**src/rtl/wb_master_pkg.sv**
```systemverilog
// Shared types and bus widths for the user-area Wishbone LA master.
package wb_master_pkg;

  typedef enum logic [1:0] {
    IDLE,
    BUS,
    RESP
  } state_t;

  localparam int unsigned WB_ADR_W = 32;
  localparam int unsigned WB_DAT_W = 32;
  localparam int unsigned WB_SEL_W = 4;

  localparam int unsigned DEFAULT_TIMEOUT_CYCLES = 255;

endpackage

```
**src/rtl/wb_timeout_ctr.sv**
```systemverilog
// Bus watchdog: counts BUS cycles without ack, flags the last permitted cycle.
module wb_timeout_ctr #(
  parameter int unsigned TIMEOUT_CYCLES = 255,
  parameter int unsigned TO_W           = 8
) (
  input  logic clk,
  input  logic rst,
  input  logic clr,
  input  logic en,
  output logic expired
);

  localparam logic [TO_W-1:0] LAST = TO_W'(TIMEOUT_CYCLES - 1);

  logic [TO_W-1:0] count;

  always_ff @(posedge clk) begin
    if (rst || clr) begin
      count <= '0;
    end else if (en) begin
      count <= count + TO_W'(1);
    end
  end

  assign expired = (count == LAST);

endmodule

```
**src/rtl/wb_la_master.sv**
```systemverilog
// Wishbone classic single-cycle initiator driven by a valid/ready command port,
// with a timeout watchdog so a silent slave cannot hang the master.
module wb_la_master
  import wb_master_pkg::*;
#(
  parameter int unsigned TIMEOUT_CYCLES = DEFAULT_TIMEOUT_CYCLES,
  parameter int unsigned TO_W           = 8
) (
  input  logic                wb_clk_i,
  input  logic                wb_rst_i,
  input  logic                cmd_valid_i,
  output logic                cmd_ready_o,
  input  logic                cmd_we_i,
  input  logic [WB_ADR_W-1:0] cmd_adr_i,
  input  logic [WB_DAT_W-1:0] cmd_dat_i,
  input  logic [WB_SEL_W-1:0] cmd_sel_i,
  output logic                rsp_valid_o,
  output logic [WB_DAT_W-1:0] rsp_dat_o,
  output logic                rsp_err_o,
  output logic                wbm_cyc_o,
  output logic                wbm_stb_o,
  output logic                wbm_we_o,
  output logic [WB_SEL_W-1:0] wbm_sel_o,
  output logic [WB_ADR_W-1:0] wbm_adr_o,
  output logic [WB_DAT_W-1:0] wbm_dat_o,
  input  logic [WB_DAT_W-1:0] wbm_dat_i,
  input  logic                wbm_ack_i
);

  state_t state;
  logic   ctr_clr;
  logic   ctr_en;
  logic   expired;

  // Counter is parked at zero while idle so each transaction starts fresh.
  always_comb begin
    ctr_clr = (state == IDLE);
    ctr_en  = (state == BUS) && !wbm_ack_i;
  end

  wb_timeout_ctr #(
    .TIMEOUT_CYCLES (TIMEOUT_CYCLES),
    .TO_W           (TO_W)
  ) u_timeout (
    .clk     (wb_clk_i),
    .rst     (wb_rst_i),
    .clr     (ctr_clr),
    .en      (ctr_en),
    .expired (expired)
  );

  always_ff @(posedge wb_clk_i) begin
    if (wb_rst_i) begin
      state       <= IDLE;
      cmd_ready_o <= 1'b1;
      rsp_valid_o <= 1'b0;
      rsp_err_o   <= 1'b0;
      rsp_dat_o   <= '0;
      wbm_cyc_o   <= 1'b0;
      wbm_stb_o   <= 1'b0;
      wbm_we_o    <= 1'b0;
      wbm_sel_o   <= '0;
      wbm_adr_o   <= '0;
      wbm_dat_o   <= '0;
    end else begin
      case (state)
        IDLE: begin
          if (cmd_valid_i) begin
            wbm_we_o    <= cmd_we_i;
            wbm_adr_o   <= cmd_adr_i;
            wbm_dat_o   <= cmd_dat_i;
            wbm_sel_o   <= cmd_sel_i;
            wbm_cyc_o   <= 1'b1;
            wbm_stb_o   <= 1'b1;
            cmd_ready_o <= 1'b0;
            state       <= BUS;
          end
        end
        BUS: begin
          // Ack takes priority over a simultaneous timeout.
          if (wbm_ack_i) begin
            rsp_dat_o   <= wbm_we_o ? '0 : wbm_dat_i;
            rsp_err_o   <= 1'b0;
            rsp_valid_o <= 1'b1;
            wbm_cyc_o   <= 1'b0;
            wbm_stb_o   <= 1'b0;
            state       <= RESP;
          end else if (expired) begin
            rsp_dat_o   <= '0;
            rsp_err_o   <= 1'b1;
            rsp_valid_o <= 1'b1;
            wbm_cyc_o   <= 1'b0;
            wbm_stb_o   <= 1'b0;
            state       <= RESP;
          end
        end
        RESP: begin
          rsp_valid_o <= 1'b0;
          cmd_ready_o <= 1'b1;
          state       <= IDLE;
        end
        default: begin
          state       <= IDLE;
          cmd_ready_o <= 1'b1;
          rsp_valid_o <= 1'b0;
          wbm_cyc_o   <= 1'b0;
          wbm_stb_o   <= 1'b0;
        end
      endcase
    end
  end

endmodule

```
**config.mk**
```make
export PLATFORM = sky130hd
export DESIGN_NAME = wb_la_master
export DESIGN_NICKNAME = d
export VERILOG_FILES = /design/src/rtl/wb_master_pkg.sv /design/src/rtl/wb_timeout_ctr.sv /design/src/rtl/wb_la_master.sv
export SDC_FILE = /design/constraint.sdc
export NUM_CORES = 1
export LEC_CHECK = 0
export CAP_MARGIN = 10
export CORE_ASPECT_RATIO = 0.75
export CORE_MARGIN = 4
export CORE_UTILIZATION = 44
export DETAILED_ROUTE_END_ITERATION = 10
export HOLD_SLACK_MARGIN = 0.1
export PLACE_DENSITY = 0.93
export SETUP_SLACK_MARGIN = 0.05
export SLEW_MARGIN = 25
export SYNTH_ARGS = -nofsm -noshare
export SYNTH_HDL_FRONTEND = slang
export SYNTH_HIERARCHICAL = 1
export SYNTH_SLANG_ARGS = --single-unit
```
**constraint.sdc**
```tcl
create_clock -name wb_clk_i -period 4.27 [get_ports wb_clk_i]
set_input_delay 1.281 -clock wb_clk_i [delete_from_list [all_inputs] [get_ports wb_clk_i]]
set_output_delay 1.281 -clock wb_clk_i [all_outputs]
set_load 0.03 [all_outputs]
```
==> flow_summary.json <==
{
  "status": "finished, final reports clean",
  "synthXorXnorAreaFrac_pct": 0.804,
  "port_buffers": 210,
  "track_usage_pct": 22.6,
  "synth_fa_ha_area_share_pct": 0.574,
  "dp_hpwl_um": 9030,
  "cts-root-buf": "clkbuf_16",
  "async_reset_ff_share_pct": 0,
  "fin_setup_tns_ps": 0,
  "cts_num_sinks": 115,
  "grt_antenna_before_repair": 0,
  "ys_warn_count": 6,
  "hold_class": "reg -> reg",
  "cts_hold_buf": 0,
  "critPathLaunchType": "input pin",
  "min_path_cells": 2,
  "grt_pass1_vias": 4373,
  "ys_seq_area_share_pct": 52.8,
  "required_ps": 4600,
  "avgSynthCellArea_sq_um": 8.43,
  "period_share_pct": 66.7,
  "die_w_um": 123,
  "die_h_um": 94.2,
  "die-area_sq_um": 11600,
  "synth_flop_cell": "dfxtp_1",
  "ir_drop_uv": 330,
  "dr.pass1.iters": 5,
  "synth_area_sq_um": 4360,
  "post-route-min-period_ps": 2850,
  "synthTopCellsByCount": "nand2_1, dfxtp_1, a21oi_1",
  "cts.reportedPaths.clkPinSlew_ps": 50,
  "netlist_instances": 517,
  "htreeDepth": 4,
  "drt_iter0_markers": 186,
  "rsz0062_at_grt": "false",
  "cts_buffer_depth": 2,
  "netlist_top_cells_area": "dfxtp_1, nand2_1, a21oi_1, nand2b_1, nand4_1",
  "cts_tree": "yes",
  "fp-row-count": 31,
  "critPathKind": "in -> reg",
  "pin_count": 211,
  "antenna_cells": 0,
  "syn_nets": 624,
  "synth_top_area_cell": "dfxtp_1",
  "yosysUniqueCellTypes": 33,
  "setup_viol": 0,
  "grt-ovfl-total": 0,
  "reg2reg_depth": 6,
  "timing.fmax_mhz": 351,
  "wl_per_cell_um": 15.6,
  "routed_wl_um": 13300,
  "rrSetupSlack_ps": 1760,
  "synth-seq-cells": 115,
  "cap_violations": 0,
  "synth_edf_count": 0,
  "synth_most_common_cell": "nand2_1",
  "synth_top_family_by_area": "simple AND/OR/NAND/NOR gates",
  "fin_worst_skew_ps": 9.42,
  "drc": 0,
  "reg2reg_from": "state[0]$_SDFFE_PP0P_",
  "grt_max_degree": 78,
  "slew_violations": 0,
  "post_cts_buffers": 0,
  "leakage_nw": 2.50,
  "crit_arrival_ps": 3180,
  "ant_nets": 0,
  "startpoint": "wbm_ack_i",
  "muxShareOfSynthArea_pct": 0.230,
  "end_kind": "flop",
  "syn_to_final_growth_pct": 60.6,
  "worst_pin_slew_ps": 723,
  "yosys.area_share.simple_pct": 25.7,
  "dpl_cell_area_sq_um": 6390,
  "worstHoldEndpoint": "wbm_dat_o[13]$_SDFFE_PP0P_",
  "yosys.area.top_type_share_pct": 52.8,
  "finalNetCount": 814,
  "vias": 4363,
  "hold_viol_final": 0,
  "cellPowerDensity_nw_per_um2": 433,
  "gp_congestion": 0.763,
  "cp_max_fo": 8,
  "hp-start": "wbm_dat_o[13]$_SDFFE_PP0P_",
  "post_cts_resized": 0,
  "post-place-ws_ps": 1150,
  "slew_headroom_pct": 51.8,
  "avgViaCountPerCell": 5.12,
  "core_area_sq_um": 9660,
  "final_core_util_pct": 72.4,
  "fin_ws_ps": 1420,
  "synth_compound_area_share_pct": 13.4,
  "start_util_pct": 45.1,
  "rr_endpoint": "u_timeout/count[5]$_SDFFE_PP0P_",
  "drive_gt1_share_pct": 6.81,
  "numCtsBuffers": 17,
  "finish.instance_area_sq_um": 7000,
  "grt_first_pass_wirelength_um": 20800,
  "nFillCells": 675,
  "clock_latency_ps": 400
}
## cells by family after synthesis
family	after synthesis
AOI/OAI and AO/OA	113
muxes	1
adders and majority gates	2
and+or+nand+nor	236
buffers and inverters	46
DFF	115
xor gates and xnor gates	4
## per-layer routing
metal	GRT usage (%)	vias to the layer above	wire length (um)
met5	0	-	0
met4	9.69	0	276
met3	8.25	29	1230
met2	39.0	171	6670
met1	25.1	2053	5130
li1	-	2110	-
## stage by stage
stage,power (mW),hold slack [ps],std cells
6_report,3.03,452,852
3_5_place_dp,1.63,446,820
5_1_grt,3.13,473,852
3_3_place_gp,1.61,441,820
2_1_floorplan,1.41,452,517
4_1_cts,3.05,453,852
## layout make-up
type | count | area [sq um] | area share [%]
flip-flops and latches | 115 | 2300 | 32.9
repair buffers | 216 | 2140 | 30.6
multi-input cells | 356 | 1780 | 25.5
clock buffers | 18 | 439 | 6.28
well taps | 132 | 165 | 2.36
clock inverters | 14 | 163 | 2.32
inverters | 1 | 3.75 | 0.0536
## where the power goes
part           internal (mW)  switching (mW)
sequential              1.13          0.0295
combinational          0.208           0.243
clock                  0.927           0.496
## worst max-delay path, stage by stage
cell,delay [ps]
clkdlybuf4s50_1,500
nor2b_1,520
nand3_1,270
or3_2,470
a21oi_1,140
## how the worst max path moves through the flow
stage,end,slack (ps)
floorplan,u_timeout/count[5]$_SDFFE_PP0P_,2040
finish,u_timeout/count[5]$_SDFFE_PP0P_,1420
detailed placement,u_timeout/count[7]$_SDFFE_PP0P_,1150
CTS,u_timeout/count[5]$_SDFFE_PP0P_,1440
global route,u_timeout/count[5]$_SDFFE_PP0P_,1300
global placement,wbm_dat_o[18]$_SDFFE_PP0P_,1210
## cells in the final DEF (no fill, tap or decap), types with 9 or more instances in the layout
cell type	instances
a21oi_1	74
nand2_1	142
clkbuf_16	17
nand2b_1	34
dfxtp_1	115
nor2_1	9
o21ai_0	28
clkdlybuf4s50_1	209
nand4_1	34
## flip-flops by register name, summed over array words and instances, names as in the netlist
register / flops
rsp_dat_o: 32
wbm_adr_o: 32
wbm_dat_o: 32
u_timeout/count: 8
wbm_sel_o: 4
state: 2
cmd_ready_o: 1
rsp_err_o: 1
rsp_valid_o: 1
wbm_stb_o: 1
wbm_we_o: 1
No activity file was read; power rests on OpenSTA's default activity.
==> edit, RTL diff (same flow settings) <==
Reset style: asynchronous (`wb_rst_i`), changed in one clocked block.
--- a/src/rtl/wb_la_master.sv
+++ b/src/rtl/wb_la_master.sv
@@ -51,3 +51,3 @@
 
-  always_ff @(posedge wb_clk_i) begin
+  always_ff @(posedge wb_clk_i or posedge wb_rst_i) begin
     if (wb_rst_i) begin
Formal check against the unedited RTL: differs if wb_rst_i is asserted again (counterexample within 4 cycles, from zero or initial values and one cycle with wb_rst_i high); with wb_rst_i held inactive, the same outputs for 4 cycles.
==> edit against the unedited design <==
Highest routed layer unchanged; clock skew rose by 0.52 ps; sequential cell count unchanged; wire length up 5.3%; final area is 8.6% higher; cell count decreased by 16%; largest cell class unchanged; setup slack got worse by 50 ps; area after synthesis rose by 12%; critical path depth shrank 4; hold slack gained 32 ps; register-to-register slack better by 30 ps; core utilization down 0.31 points; die area increased by 11%; non-clock buffer count unchanged.
Power is not compared: it rests on default switching activity, and its combinational part moved more than twofold at a synthesized area within 25%.
==> edit: results (changes against the unedited design) <==
synthesis:
  muxShareOfSynthArea_pct: 21.27  # +21 points
  synth_common_cells: "dfrtp_1 (106), mux2_4 (69), o21ai_0 (43), nand2_1 (35), o21ai_1 (24)"
  synth_fp_nets: 465  # -25%
  synthFlopType: "dfrtp_1"
  ys_top_cells_by_area: "dfrtp_1 (54%), mux2_4 (21%), o21ai_0 (4.4%)"
  synth_compound_area_share_pct: 8.220  # -5.2 points
  async_flop_share_pct: 93.04  # +93 points
  synthAdderAreaFrac_pct: 0.5137  # -0.060 points
  ys_seq_area_share_pct: 58.28  # +5.5 points
  synth-xor-area-share_pct: 0.7192  # -0.085 points
placement:
  post-dp-hpwl_um: 10000  # +11%
  globalplace.congestion: 0.8048  # +5.5%
routing:
  viasPerCell: 5.125  # about the same
  drt-initial-drc-count: 170  # -8.6%
  wl_per_cell_um: 19.53  # +25%
  first_pass_iters: 4  # -1
global_route:
  grt_max_degree: 70  # -10%
  grt_pass1_wl_um: 21810  # +4.8%
  grt_usage_pct: 22.09  # -0.55 points
  grt_pass1_vias: 3990  # -8.8%
setup_path:
  r2r_slack_ps: 1790  # +30 ps
  cp_slowest_stage_delay_ps: 700  # +180 ps
  path_max_fanout: 2  # -6
  arrival_ps: 1620  # -1560 ps
  cp_top_family: "buffers and inverters"
  crit_path_top_delay_cell: "clkdlybuf4s50_1"
power:
  p_leak_nw: 3.239
final_layout:
  layout.nets: 676  # -17%
  drive_gt1_share_pct: 20.45  # +14 points
  fill_cells: 662  # -1.9%
clock_tree:
  clock_latency_ps: 400  # about the same
run_status:
  status: "finished, final reports clean"
sta:
  worstMarginPinSlew_ps: 852.8  # +129.9 ps
  clock_skew_ps: 9.946  # +0.5249 ps
[edit: cell types whose count changed after synthesis, sizes merged, moves of 4 or more]
cell,unedited run,this run
nand2b,34,0
nand4,34,2
mux2,0,69
o21ai,34,68
clkbuf,16,9
buf,29,15
inv,1,5
a21oi,74,7
dfrtp,0,106
nand2,142,35
dfxtp,115,8
[edit: worst paths after layout]
path,end,from,cells after the start
setup / recovery,cmd_ready_o,cmd_ready_o,1
hold / removal,cmd_ready_o,cmd_ready_o,2
setup reg to reg,u_timeout/count[5],state[1],5
hold reg to reg,cmd_ready_o,cmd_ready_o,2
max in group asynchronous,wbm_adr_o[5],wb_rst_i,3
min in group asynchronous,state[1],wb_rst_i,2
[edit: metrics by stage]
stage	instance area (um2)	setup slack, ps	util [%]	hold WS [ps]	instances
floorplan	4871	173.4	-	452.1	358
global placement	6988	1040	66.36	462.0	686
detailed placement	6993	968.0	66.41	480.3	686
CTS	7595	1349	72.12	487.0	718
global route	7596	1297	72.14	520.2	718
finish	7596	1371	72.14	484.7	718
[edit: report_power, final]
group / switching, W / leakage [nW] / internal, W
clock network: 0.000500 / 0.289 / 0.000931
registers: 0.000240 / 1.37 / 0.00146
logic: 0.00127 / 1.58 / 0.00114
[edit: final cells by class]
cell class	instances	area, um2	share of cell area [%]
clock buffer	19	442.9	5.831
clock inverter	13	158.9	2.092
inverter	5	21.27	0.2800
multi-input combinational	214	1792	23.59
sequential	115	2839	37.37
tap	136	170.2	2.240
timing repair buffer	216	2172	28.59
[edit: cell families (layout without fill, tap and decap cells)]
family                     count (synthesis)  after routing
and+or+nand+nor                           61             61
AOI/OAI and AO/OA                         78             78
DFF                                      115            115
adders and majority gates                  2              2
buffers and inverters                     29            253
muxes                                     69             69
xor gates and xnor gates                   4              4
[edit: layer usage]
layer	track usage, %	share of wire, %	vias up
li1	-	-	1655
met1	26.53	40	1822
met2	36.86	49	175
met3	7.032	8.6	28
met4	9.185	2.6	0
met5	0	0	-
